## src/rtl/muldiv_unit.sv

```systemverilog
// Iterative RV32M multiply/divide unit: 32-cycle shift-add / restoring-divide core feeding a register-file writeback pulse.
// Optional macro RV32M_DIV_EN compiles in the divider; without it, divide ops complete early as illegal.
module muldiv_unit (
    input  logic        clk,
    input  logic        reset,
    input  logic        start,
    input  logic [2:0]  funct3,
    input  logic [31:0] rs1_val,
    input  logic [31:0] rs2_val,
    input  logic [4:0]  rd_addr,
    output logic        busy,
    output logic        wb_en,
    output logic [4:0]  wb_addr,
    output logic [31:0] result,
    output logic        illegal
);

    typedef enum logic [1:0] {S_IDLE, S_CALC, S_FINISH} state_t;

    state_t      state, state_next;
    logic [5:0]  cnt;
    logic [2:0]  op;
    logic [4:0]  rd_q;
    logic        neg_a, neg_b;
    logic [31:0] a_q;
    logic [63:0] acc;
`ifdef RV32M_DIV_EN
    logic [31:0] b_q;
    logic [32:0] rem_sh;
    logic [31:0] rem_sub;
    logic        div_ge;
    logic [31:0] q_s, r_s, a_orig;
`endif

    logic        in_signed_a, in_signed_b, in_neg_a, in_neg_b;
    logic [31:0] in_a_mag, in_b_mag;
    logic [32:0] mul_sum;
    logic [63:0] acc_step, prod;
    logic [31:0] mul_res, fin_result;
    logic        busy_d, wb_en_d, illegal_d;
    logic [4:0]  wb_addr_d;
    logic [31:0] result_d;

    // Operand sign interpretation by funct3: MULHSU is signed*unsigned, the U forms are fully unsigned.
    always_comb begin
        in_signed_a = 1'b0;
        in_signed_b = 1'b0;
        case (funct3)
            3'b000, 3'b001, 3'b100, 3'b110: begin in_signed_a = 1'b1; in_signed_b = 1'b1; end
            3'b010:                         in_signed_a = 1'b1;
            default: ;
        endcase
        in_neg_a = in_signed_a & rs1_val[31];
        in_neg_b = in_signed_b & rs2_val[31];
        in_a_mag = in_neg_a ? (~rs1_val + 32'd1) : rs1_val;
        in_b_mag = in_neg_b ? (~rs2_val + 32'd1) : rs2_val;
    end

    always_ff @(posedge clk) begin
        if (reset) state <= S_IDLE;
        else       state <= state_next;
    end

    always_comb begin
        state_next = state;
        case (state)
            S_IDLE: if (start) begin
`ifdef RV32M_DIV_EN
                state_next = S_CALC;
`else
                state_next = funct3[2] ? S_FINISH : S_CALC;
`endif
            end
            S_CALC:   if (cnt == 6'd31) state_next = S_FINISH;
            S_FINISH: state_next = S_IDLE;
            default:  state_next = S_IDLE;
        endcase
    end

    // acc holds {high product, multiplier} for multiply and {remainder, dividend/quotient} for divide.
    always_comb begin
        mul_sum  = {1'b0, acc[63:32]} + (acc[0] ? {1'b0, a_q} : 33'd0);
        acc_step = {mul_sum, acc[31:1]};
`ifdef RV32M_DIV_EN
        rem_sh  = {acc[63:32], acc[31]};
        div_ge  = (rem_sh >= {1'b0, b_q});
        rem_sub = rem_sh[31:0] - b_q;
        if (op[2]) acc_step = {(div_ge ? rem_sub : rem_sh[31:0]), acc[30:0], div_ge};
`endif
    end

    always_comb begin
        prod    = (neg_a ^ neg_b) ? (~acc + 64'd1) : acc;
        mul_res = (op[1:0] == 2'b00) ? prod[31:0] : prod[63:32];
`ifdef RV32M_DIV_EN
        // INT_MIN / -1 needs no special case: the magnitude 0x80000000 negates to itself, remainder is 0.
        q_s    = (neg_a ^ neg_b) ? (~acc[31:0] + 32'd1) : acc[31:0];
        r_s    = neg_a ? (~acc[63:32] + 32'd1) : acc[63:32];
        a_orig = neg_a ? (~a_q + 32'd1) : a_q;
        if (!op[2])     fin_result = mul_res;
        else if (op[1]) fin_result = (b_q == 32'd0) ? a_orig : r_s;
        else            fin_result = (b_q == 32'd0) ? 32'hFFFF_FFFF : q_s;
`else
        fin_result = op[2] ? 32'd0 : mul_res;
`endif
    end

    always_comb begin
        busy_d    = (state_next != S_IDLE);
        wb_en_d   = 1'b0;
        illegal_d = 1'b0;
        wb_addr_d = wb_addr;
        result_d  = result;
        if (state == S_FINISH) begin
            wb_addr_d = rd_q;
            result_d  = fin_result;
`ifdef RV32M_DIV_EN
            wb_en_d   = (rd_q != 5'd0);
`else
            wb_en_d   = (rd_q != 5'd0) && !op[2];
            illegal_d = op[2];
`endif
        end
    end

    always_ff @(posedge clk) begin
        if (reset) begin
            busy    <= 1'b0;
            wb_en   <= 1'b0;
            illegal <= 1'b0;
            wb_addr <= 5'd0;
            result  <= 32'd0;
        end else begin
            busy    <= busy_d;
            wb_en   <= wb_en_d;
            illegal <= illegal_d;
            wb_addr <= wb_addr_d;
            result  <= result_d;
        end
    end

    always_ff @(posedge clk) begin
        if (reset) begin
            cnt   <= 6'd0;
            op    <= 3'd0;
            rd_q  <= 5'd0;
            neg_a <= 1'b0;
            neg_b <= 1'b0;
            a_q   <= 32'd0;
            acc   <= 64'd0;
`ifdef RV32M_DIV_EN
            b_q   <= 32'd0;
`endif
        end else begin
            case (state)
                S_IDLE: if (start) begin
                    cnt   <= 6'd0;
                    op    <= funct3;
                    rd_q  <= rd_addr;
                    neg_a <= in_neg_a;
                    neg_b <= in_neg_b;
                    a_q   <= in_a_mag;
`ifdef RV32M_DIV_EN
                    b_q   <= in_b_mag;
                    acc   <= funct3[2] ? {32'd0, in_a_mag} : {32'd0, in_b_mag};
`else
                    acc   <= {32'd0, in_b_mag};
`endif
                end
                S_CALC: begin
                    cnt <= cnt + 6'd1;
                    acc <= acc_step;
                end
                default: ;
            endcase
        end
    end

endmodule
```

## config.mk

```make
export PLATFORM = sky130hd
export DESIGN_NAME = muldiv_unit
export DESIGN_NICKNAME = d
export VERILOG_FILES = /design/src/rtl/muldiv_unit.sv
export SDC_FILE = /design/constraint.sdc
export NUM_CORES = 1
export LEC_CHECK = 0
export ABC_AREA = 0
export BUFFER_PORTS_ARGS = -buffer_cell sky130_fd_sc_hd__buf_2
export CAP_MARGIN = 15
export CORE_ASPECT_RATIO = 0.7
export CORE_UTILIZATION = 36
export DETAILED_ROUTE_END_ITERATION = 8
export MAX_ROUTING_LAYER = met4
export PLACE_DENSITY = 0.63
export SLEW_MARGIN = 40
export SYNTH_ARGS = -nofsm -noshare
export SYNTH_HDL_FRONTEND = slang
export SYNTH_SLANG_ARGS = --single-unit
export TNS_END_PERCENT = 20
```

## constraint.sdc

```tcl
create_clock -name clk -period 3.7 [get_ports clk]
set_clock_uncertainty 0.2 [all_clocks]
set_input_delay 0.185 -clock clk [delete_from_list [all_inputs] [get_ports clk]]
set_output_delay 0.185 -clock clk [all_outputs]
set_load 0.02 [all_outputs]
```

==> results.toml <==
[status]
status = "completed"

[floorplan]
die_x_um = 201
io_pins = 115
core-area_um2 = 26900
rows = 50
die_h_um = 141
initial_core_util = 0.369
die_area_um2 = 28300

[timing]
worst_slew_pin_slew_ps = 738
hold_violations = 0
grt_setup_unrepaired = "false"
setup-tns-final_ps = 0
clock.fmax_mhz = 293
setup_viol = 0
slew_headroom = 0.508
fin_crit_sh = 0.924
drv_slew = 0
period_needed_ps = 3420

[critical_path]
r2r_cells = 9
cp-start-kind = "flip-flop"
crit_start = "acc[2]"
criticalPathCategory = "flip-flop to flip-flop"
cp.required_ps = 3810
rrSetupSlack_ps = 280
arrival_ps = 3530
worstSetupEndpointType = "flip-flop"
crit_path_end = "result[27]"
r2r-end = "result[27]"
cp_max_fo = 9
r2r-start = "acc[2]"

[drt]
final_antenna_net_count = 0
wirelength_mm = 30.4
vias = 9887
first_pass_iters = 7
drtIter0Drc = 1110
drc = 0
wire_per_inst_um = 16.9
avgViaCountPerCell = 5.51

[synth]
synthDistinctLibCells = 63
synth_top_flop_cell = "dfxtp_1"
synth_edf_count = 0
syn_nets = 1374
avgSynthCellArea_um2 = 7.88
synthCells = 1262
synth_top_area_share = 0.310
synthTopCellsByArea = "dfxtp_1 (31%), xnor2_1 (6.6%), xor2_1 (5.6%)"
yosysWarnings = 0
syn-cell-area_um2 = 9940
netlist.top_cell.by_area = "dfxtp_1"
ys_seq_elements = 154
yosysSeqAreaShare = 0.310
ys_async_sr_fraction = 0

[placed_design]
gp_congestion = 0.917
dp_hpwl_mm = 22.5
port_buffers = 114

[cells_and_area]
area_growth_pct = 23.8
post-route-util = 0.457
drive_above_1_share = 0.146
nets = 1528
n_antenna_cell = 0

[global_route]
antenna_found_initial = 0
grt_pass1_wl_mm = 48.4
grt_max_degree = 92
grt_pass1_vias = 9032
grt_util_all_layers = 0.220
grt_overflow = 0

[cts]
cts_tree = "yes"
post_cts_buffers = 0
clkLatencyLatePin_ps = 440
numCtsBuffers = 17
clk_pin_slew_ps = 70
root_buffer = "clkbuf_16"
clock_path_buffers = 2
cts.sinks = 154
h-tree-depth = 4

[flow_run]
cap_violations = 0

[power_and_ir_drop]
p_per_area_nw_per_um2 = 388
leakage_nw = 5.05
peakVddDrop_uv = 228

[min_path]
hold_class = "input port to flip-flop"
min_delay_path_depth = 4
## how the worst min path moves through the flow
stage                start      end
4_1_cts        rs2_val[24]  acc[24]
2_1_floorplan   rs1_val[0]   a_q[0]
5_1_grt        rs2_val[31]  acc[31]
6_report       rs2_val[24]  acc[24]
3_5_place_dp    rd_addr[4]  rd_q[4]
3_3_place_gp    rd_addr[0]  rd_q[0]
## state kept, by name, summed over array words and instances (netlist names)
register,cells
result,32
op,3
state,2
wb_en,1
wb_addr,5
busy,1
acc,64
illegal,1
neg_a,1
a_q,32
rd_q,5
neg_b,1
cnt,6
## routing by layer
metal	vias up	part of all wire	wire, µm	global-route usage
met5	-	0	0	-
met4	0	0.013	381	0.0538
met3	31	0.062	1880	0.0365
met2	295	0.43	13100	0.319
met1	4666	0.50	15100	0.314
li1	4895	-	-	-
## layout make-up
cell class,instances,area [µm²]
sequential,154,3080
clock inverter,12,209
timing repair buffer,208,1460
inverter,26,97.6
tap,364,455
fill,2705,14600
multi-input combinational,1009,6540
clock buffer,20,467
## metrics by stage
stage               power, mW  area (µm²)  hold WS, ps  setup slack [ps]  cells
floorplan                2.45        9940          121               117   1262
global placement         2.71       10900          238               178   1697
detailed placement       2.72       11000          240              64.0   1697
CTS                      4.78       12300         3.95              1.91   1793
global route             4.97       12300         14.5              9.34   1793
finish                   4.77       12300         1.25               283   1793
## what timing repair did
item                       4_1_cts  5_1_grt
setup endpoints to repair        0        7
hold endpoints to repair        73        0
resized for setup                0        7
hold buffers                    64        0
## placed cells by master, fill, tap and decap left out, drive strengths merged, types with 9 or more instances in the layout
cell,instances
a211oi,26
a21o,21
a21oi,98
a222oi,30
a22oi,32
and2,38
buf,144
clkbuf,20
dfxtp,154
dlygate4sd3,64
ha,36
inv,29
nand2,112
nand3,18
nand4,9
nor2,148
nor2b,9
nor3,33
nor4,10
o21ai,89
o31ai,28
or3,25
xnor2,75
xor2,64
## cell usage after synthesis, types with 6 or more instances
library cell / instances
dfxtp_1: 154
nor2_1: 148
nand2_1: 112
a21oi_1: 98
o21ai_0: 86
xnor2_1: 75
clkbuf_1: 67
xor2_1: 64
and2_1: 37
ha_1: 36
a22oi_1: 32
nor3_1: 31
a222oi_1: 30
o31ai_1: 27
a211oi_1: 26
inv_1: 26
or3_1: 24
a21o_1: 21
nand3_1: 17
nand4_1: 9
nor2b_1: 9
a311oi_1: 7
a31oi_1: 7
nand2b_1: 7
nor4_1: 7
o21bai_1: 7
o41ai_1: 7
and3_1: 6
or4_1: 6
## worst max-delay path, stage by stage, from the launching register on
cell and delay, ps:
dfxtp_1 380, or4_4 580, or4_4 470, nor4_4 390
nand3_4 240, nor4_4 320, nand2_1 180, o21ai_0 240
xor2_1 180, o21ai_0 90
## where the power goes
part	internal, mW	switching (mW)
Combinational	0.383	0.538
Clock	1.26	0.753
Sequential	1.75	0.0941
## kinds of logic after synthesis
kind of cell,Yosys count,share of synthesized area
xor+xnor,139,0.122
mux,7,0.00730
flops,154,0.310
simple gates,444,0.221
fa+ha+maj,37,0.0473
compound gates,382,0.253
buf+inv,99,0.0381
No activity file was read; power rests on OpenSTA's default activity.
